`config.mk`:
```
export PLATFORM = sky130hd
export DESIGN_NAME = sync_ft_fifo_flat
export DESIGN_NICKNAME = d
export VERILOG_FILES = /design/src/rtl/sync_ft_fifo_pkg.sv /design/src/rtl/sync_ft_fifo_if.sv /design/src/rtl/fifo_mem.sv /design/src/rtl/sync_ft_fifo.sv /design/src/flat_wrapper.sv
export SDC_FILE = /design/constraint.sdc
export NUM_CORES = 2
export LEC_CHECK = 0
export BUFFER_PORTS_ARGS = -buffer_cell sky130_fd_sc_hd__clkbuf_2
export CAP_MARGIN = 10
export CORE_ASPECT_RATIO = 0.5
export CORE_UTILIZATION = 65
export CTS_CLUSTER_SIZE = 16
export DETAILED_ROUTE_END_ITERATION = 10
export PLACE_DENSITY = 0.81
export SYNTH_ARGS = -nofsm -noshare
export SYNTH_HDL_FRONTEND = slang
export SYNTH_SLANG_ARGS = --single-unit
```
`constraint.sdc`:
```
create_clock -name pclk -period 9.4 [get_ports pclk]
set_input_delay 1.88 -clock pclk [delete_from_list [all_inputs] [get_ports pclk]]
set_output_delay 1.88 -clock pclk [all_outputs]
set_load 0.02 [all_outputs]
```
`src/rtl/sync_ft_fifo_pkg.sv`:
```
// Shared FIFO constants for the fall-through FIFO and its APB register front-end.
// Status word layout is defined here so both sides agree on bit positions.
package sync_ft_fifo_pkg;

    localparam int FIFO_WIDTH     = 8;
    localparam int FIFO_AW        = 8;

    localparam int STAT_EMPTY_BIT = 0;
    localparam int STAT_FULL_BIT  = 1;
    localparam int STAT_LEVEL_LSB = 8;
    localparam int STAT_LEVEL_W   = FIFO_AW + 1;

    // Builds the status register image read back through the APB front-end.
    function automatic logic [31:0] pack_status(input logic empty,
                                                input logic full,
                                                input logic [STAT_LEVEL_W-1:0] level);
        logic [31:0] s;
        s = '0;
        s[STAT_EMPTY_BIT] = empty;
        s[STAT_FULL_BIT]  = full;
        s[STAT_LEVEL_LSB +: STAT_LEVEL_W] = level;
        return s;
    endfunction

endpackage

```
`src/rtl/sync_ft_fifo_if.sv`:
```
// Command/status bundle between the APB FIFO front-end (master) and the FIFO (slave).
interface sync_ft_fifo_if #(
    parameter int WIDTH = 8,
    parameter int AW    = 8
);
    logic             enable;
    logic             ff_write;
    logic [WIDTH-1:0] ff_wdata;
    logic             ff_read;
    logic             ff_clear;
    logic [WIDTH-1:0] ff_rdata;
    logic             ff_full;
    logic             ff_empty;
    logic [AW:0]      ff_level;
    logic             ff_overflow;
    logic             ff_underflow;

    modport master (
        output enable, ff_write, ff_wdata, ff_read, ff_clear,
        input  ff_rdata, ff_full, ff_empty, ff_level, ff_overflow, ff_underflow
    );

    modport slave (
        input  enable, ff_write, ff_wdata, ff_read, ff_clear,
        output ff_rdata, ff_full, ff_empty, ff_level, ff_overflow, ff_underflow
    );
endinterface

```
`src/rtl/fifo_mem.sv`:
```
// FIFO storage: register array with a synchronous write port and an asynchronous read port.
module fifo_mem #(
    parameter int WIDTH = 8,
    parameter int AW    = 8
) (
    input  logic             clk,
    input  logic             we,
    input  logic [AW-1:0]    waddr,
    input  logic [WIDTH-1:0] wdata,
    input  logic [AW-1:0]    raddr,
    output logic [WIDTH-1:0] rdata
);
    logic [WIDTH-1:0] mem [2**AW];

    always_ff @(posedge clk) begin
        if (we) begin
            mem[waddr] <= wdata;
        end
    end

    assign rdata = mem[raddr];
endmodule

```
`src/rtl/sync_ft_fifo.sv`:
```
// Synchronous fall-through FIFO: head entry is always visible on ff_rdata.
// Pointers carry a wrap bit so full and empty are told apart without extra state.
module sync_ft_fifo
    import sync_ft_fifo_pkg::*;
#(
    parameter int WIDTH = FIFO_WIDTH,
    parameter int AW    = FIFO_AW
) (
    input  logic          pclk,
    input  logic          reset_n,
    sync_ft_fifo_if.slave ff
);
    logic [AW:0]      wr_ptr, rd_ptr;
    logic [AW:0]      wr_ptr_nxt, rd_ptr_nxt;
    logic [AW:0]      level;
    logic             full_q, empty_q, ovf_q, unf_q;
    logic             push, pop, mem_we;
    logic [WIDTH-1:0] mem_rdata;

    // A full FIFO still takes a write when the same cycle frees a slot.
    assign pop        = ff.ff_read & ~empty_q;
    assign push       = ff.ff_write & (~full_q | ff.ff_read);
    assign wr_ptr_nxt = push ? wr_ptr + (AW+1)'(1) : wr_ptr;
    assign rd_ptr_nxt = pop  ? rd_ptr + (AW+1)'(1) : rd_ptr;
    assign mem_we     = ff.enable & ~ff.ff_clear & push;

    fifo_mem #(
        .WIDTH (WIDTH),
        .AW    (AW)
    ) u_mem (
        .clk   (pclk),
        .we    (mem_we),
        .waddr (wr_ptr[AW-1:0]),
        .wdata (ff.ff_wdata),
        .raddr (rd_ptr[AW-1:0]),
        .rdata (mem_rdata)
    );

    always_ff @(posedge pclk or negedge reset_n) begin
        if (!reset_n) begin
            wr_ptr  <= '0;
            rd_ptr  <= '0;
            level   <= '0;
            full_q  <= 1'b0;
            empty_q <= 1'b1;
            ovf_q   <= 1'b0;
            unf_q   <= 1'b0;
        end else if (ff.enable) begin
            if (ff.ff_clear) begin
                wr_ptr  <= '0;
                rd_ptr  <= '0;
                level   <= '0;
                full_q  <= 1'b0;
                empty_q <= 1'b1;
                ovf_q   <= 1'b0;
                unf_q   <= 1'b0;
            end else begin
                wr_ptr  <= wr_ptr_nxt;
                rd_ptr  <= rd_ptr_nxt;
                full_q  <= (wr_ptr_nxt[AW] != rd_ptr_nxt[AW]) &&
                           (wr_ptr_nxt[AW-1:0] == rd_ptr_nxt[AW-1:0]);
                empty_q <= (wr_ptr_nxt == rd_ptr_nxt);
                case ({push, pop})
                    2'b10:   level <= level + (AW+1)'(1);
                    2'b01:   level <= level - (AW+1)'(1);
                    default: level <= level;
                endcase
                if (ff.ff_write && full_q && !ff.ff_read) begin
                    ovf_q <= 1'b1;
                end
                if (ff.ff_read && empty_q) begin
                    unf_q <= 1'b1;
                end
            end
        end
    end

    assign ff.ff_rdata     = empty_q ? '0 : mem_rdata;
    assign ff.ff_full      = full_q;
    assign ff.ff_empty     = empty_q;
    assign ff.ff_level     = level;
    assign ff.ff_overflow  = ovf_q;
    assign ff.ff_underflow = unf_q;
endmodule

```
`src/flat_wrapper.sv`:
```
// flat-port wrapper written by rule: the top's interface ports become plain ports
module sync_ft_fifo_flat import sync_ft_fifo_pkg::*;
#(
    parameter int WIDTH = FIFO_WIDTH,
    parameter int AW    = FIFO_AW
)
  (pclk, reset_n, ff_enable, ff_ff_write, ff_ff_wdata, ff_ff_read, ff_ff_clear, ff_ff_rdata, ff_ff_full, ff_ff_empty, ff_ff_level, ff_ff_overflow, ff_ff_underflow);
  sync_ft_fifo_if #(.WIDTH(WIDTH), .AW(AW)) ff_i ();
  input  logic pclk;
  input  logic reset_n;
  input wire logic [$bits(ff_i.enable)-1:0] ff_enable;
  input wire logic [$bits(ff_i.ff_write)-1:0] ff_ff_write;
  input wire logic [$bits(ff_i.ff_wdata)-1:0] ff_ff_wdata;
  input wire logic [$bits(ff_i.ff_read)-1:0] ff_ff_read;
  input wire logic [$bits(ff_i.ff_clear)-1:0] ff_ff_clear;
  output wire logic [$bits(ff_i.ff_rdata)-1:0] ff_ff_rdata;
  output wire logic [$bits(ff_i.ff_full)-1:0] ff_ff_full;
  output wire logic [$bits(ff_i.ff_empty)-1:0] ff_ff_empty;
  output wire logic [$bits(ff_i.ff_level)-1:0] ff_ff_level;
  output wire logic [$bits(ff_i.ff_overflow)-1:0] ff_ff_overflow;
  output wire logic [$bits(ff_i.ff_underflow)-1:0] ff_ff_underflow;
  assign ff_i.enable = ff_enable;
  assign ff_i.ff_write = ff_ff_write;
  assign ff_i.ff_wdata = ff_ff_wdata;
  assign ff_i.ff_read = ff_ff_read;
  assign ff_i.ff_clear = ff_ff_clear;
  assign ff_ff_rdata = ff_i.ff_rdata;
  assign ff_ff_full = ff_i.ff_full;
  assign ff_ff_empty = ff_i.ff_empty;
  assign ff_ff_level = ff_i.ff_level;
  assign ff_ff_overflow = ff_i.ff_overflow;
  assign ff_ff_underflow = ff_i.ff_underflow;
  sync_ft_fifo #(.WIDTH(WIDTH), .AW(AW)) u_core (.pclk(pclk), .reset_n(reset_n), .ff(ff_i));
endmodule
```
==> results.yml <==
status:
  status: "finished, final reports clean"
sta:
  post-route-min-period_ps: 7530
  finalHoldViolCount: 0
  setup-violations-final: 0
  fin_setup_tns_ps: 0
  rsz0062_at_grt: "no"
  tightest_slew_ps: 1330
  skew_ps: 29.6
  min_period_over_period_pct: 80.1
  final_max_slew_viol_count: 0
  max_freq_mhz: 133
  relSlewSlack_pct: 11.1
floorplan:
  io_pins: 35
  fp.dieW_um: 506
  dieHeight_um: 254
  core_area_um2: 126000
  num_rows: 92
  initial_core_util_pct: 65.6
  dieArea_um2: 129000
synthesis:
  synthFlopType: "edfxtp_1"
  synth_area_per_cell_um2: 20.5
  synth_top_family_by_area: "multiplexers"
  synth_area_um2: 82600
  synth-simple-area-share_pct: 3.13
  synth_edf_count: 2048
  synth_xor_area_share_pct: 0.306
  synth.distinct_cells: 74
  ys_ff_latch: 2079
  yosysSeqAreaShare_pct: 75.4
  synthCells: 4020
  synthAdderAreaFrac_pct: 0.133
  synth.area.mux_share_pct: 15.5
  syn_nets: 4042
  async_flop_share_pct: 1.49
  synth_compound_area_share_pct: 3.19
  yosysWarnings: 0
setup_path:
  crit_required_ps: 7520
  worstSetupEndpointType: "primary output"
  critPathKind: "reg -> out"
  startpoint_type: "flop"
  arrival_ps: 5650
  r2r-start: "u_core.ff.ff_empty"
  cpPeakStageDelay_ps: 760
  crit_fanout: 84
  crit_path_top_delay_cell: "dfrtp_4"
  path_cells: "buf_4 -> buf_12 -> mux4_2 -> a22o_1 -> a221oi_1 -> o21ai_0 -> nor3_1 -> o32ai_1 -> clkbuf_2"
  cp_top_family: "buffers and inverters"
  critPathBufInv: 3
  startpoint: "u_core.rd_ptr[1]"
clock_tree:
  clock_latency_ps: 830
  cts_sinks: 2079
  cts_buffers: 169
  cts-root-buf: "clkbuf_16"
  cts_tree: "yes"
  clockBufferDepth: 3
  postCtsSetupBuffers: 0
  cts-resized-gates: 0
  htreeDepth: 4
  postCtsHoldBufs: 0
  clk_pin_slew_ps: 70
routing:
  drtAntennaViolNets: 0
  wl_met2_um: 98500
  routed_wl_um: 218000
  drt_iter0_markers: 7453
  wl_met3_um: 34300
  drc: 0
  routedWlPerCell_um: 37.0
  routed.top_layer: "met5"
  m1WireLength_um: 73900
  via_per_inst: 7.46
  dr.pass1.iters: 7
  vias: 43931
placement:
  io_buffers: 34
  hpwl_um: 122000
  dp.cells: 5576
  gp_congestion: 0.875
cells_and_area:
  fillers: 6803
  multiInputGateArea_um2: 18400
  layout-drive-gt1-share_pct: 19.0
  ff_latch_area_um2: 62300
  syn_to_final_growth_pct: 8.15
  final_cells: 5888
  nNetsFinal: 4077
  final_common_cell: "edfxtp_1"
  layout_common_cells: "2048 x edfxtp_1, 410 x mux4_2, 296 x nor2_1"
grt:
  antenna_found_initial: 11
  grt_pass1_vias: 43501
  grt_max_degree: 174
  grt_first_pass_wirelength_um: 309000
  grt_usage_pct: 34.3
  grt.overflow.total: 0
power_and_ir_drop:
  p_per_area_nw_per_um2: 211
  power_mw: 18.9
  ir_worst_vdd_mv: 0.143
  p_leak_nw: 27.0
flow_run:
  drv_cap: 0
hold_path:
  min-delay-start: "u_core.ff.ff_level[6]"
  hold_path.class: "reg -> reg"
==> path summary, 6_finish.rpt <==
check / depth (start not counted) / slack [ps] / to
setup / recovery: 9 / 1870 / ff_ff_rdata[1]
hold / removal: 2 / 530 / u_core.ff.ff_level[6]
setup reg to reg: 12 / 5130 / u_core.ff.ff_level[8]
hold reg to reg: 2 / 530 / u_core.ff.ff_level[6]
max in group asynchronous: 1 / 7520 / u_core.rd_ptr[2]
min in group asynchronous: 1 / 1190 / u_core.ff.ff_level[0]
==> final cells by class <==
class	instances	share of cell area, %
Tap cell	1692	2.37
Inverter	19	0.0827
Clock inverter	90	0.866
Clock buffer	219	5.18
Antenna cell	3	0.00841
Timing Repair Buffer	115	1.09
Sequential cell	2079	69.8
Multi-Input combinational cell	1671	20.6
==> synthesized netlist by cell type (6+ instances only) <==
| library cell | number | area, um2 |
|---|---|---|
| o21ai_1 | 7 | 35.0 |
| ha_1 | 8 | 100 |
| or2_2 | 9 | 56.3 |
| o21ai_0 | 72 | 360 |
| a22oi_1 | 48 | 360 |
| and2_1 | 6 | 37.5 |
| o211ai_1 | 11 | 82.6 |
| nor2b_1 | 15 | 93.8 |
| clkbuf_8 | 11 | 151 |
| a21oi_1 | 58 | 290 |
| nand2_1 | 114 | 428 |
| mux2i_1 | 195 | 1950 |
| a22o_1 | 16 | 140 |
| buf_12 | 15 | 300 |
| nand2b_1 | 10 | 62.6 |
| mux4_1 | 60 | 1580 |
| a221oi_1 | 76 | 666 |
| xor2_1 | 7 | 61.3 |
| nand4_1 | 14 | 87.6 |
| dfrtp_1 | 30 | 751 |
| o31ai_1 | 15 | 113 |
| nor4_1 | 6 | 37.5 |
| a31oi_1 | 8 | 50.1 |
| o22ai_1 | 17 | 106 |
| nor3_1 | 22 | 110 |
| buf_6 | 23 | 259 |
| nor2_1 | 300 | 1130 |
| xnor2_1 | 20 | 175 |
| clkbuf_1 | 104 | 390 |
| buf_4 | 14 | 105 |
| nand3_1 | 68 | 340 |
| mux4_2 | 410 | 9230 |
| edfxtp_1 | 2048 | 61500 |
| buf_2 | 42 | 210 |
| buf_1 | 20 | 75.1 |
| and3_1 | 9 | 56.3 |
| or4_1 | 6 | 45.0 |
| a221o_1 | 8 | 80.1 |
| buf_8 | 22 | 330 |
| inv_1 | 15 | 56.3 |
==> sequential cells by signal (all words and copies together), names as in the netlist <==
name	count
u_core.ff.ff_empty	1
u_core.ff.ff_full	1
u_core.ff.ff_level	9
u_core.ff.ff_overflow	1
u_core.ff.ff_underflow	1
u_core.rd_ptr	9
u_core.u_mem.mem	2048
u_core.wr_ptr	9
==> metrics by stage <==
step           utilization [%]  worst slack, ps  instance area, um2  hold WS (ps)
2_1_floorplan                -             4880               82600           476
3_3_place_gp              66.6             2990               83900           495
3_5_place_dp              66.6             2960               83900           504
4_1_cts                   70.9             2130               89300           520
5_1_grt                   70.9             2060               89300           552
6_report                  70.9             1870               89300           527
==> layer usage <==
| layer | global-route usage [%] | up-vias |
|---|---|---|
| met5 | 0 | - |
| met4 | 15.6 | 12 |
| met3 | 12.3 | 770 |
| met2 | 51.1 | 4126 |
| met1 | 46.1 | 22285 |
| li1 | - | 16738 |
==> worst reg2reg max path: stages (launching register included) <==
cell	delay (ps)
dfstp_2	510
nor2b_1	940
nand2b_1	440
inv_2	290
xor2_1	100
ha_1	250
or4_1	420
o21ai_0	230
a21oi_1	120
o21ai_1	190
a21oi_1	110
or4b_1	490
o211ai_1	100
==> kinds of logic after synthesis <==
kind of cell	Yosys count
AO/OA/AOI/OAI	372
XOR/XNOR	28
adder cells (fa/ha/maj)	9
buffers and inverters	270
flip-flops	2079
multiplexers	670
AND/OR/NAND/NOR	592
==> power by group <==
group | internal [mW] | leakage (nW) | total [mW] | switching [mW]
registers | 10.2 | 18.8 | 10.3 | 0.0684
logic | 0.595 | 5.49 | 1.47 | 0.873
clock network | 3.84 | 2.65 | 7.13 | 3.30
total | 14.6 | 27.0 | 18.9 | 4.24
Note: power is estimated with default switching activity, not from simulation.
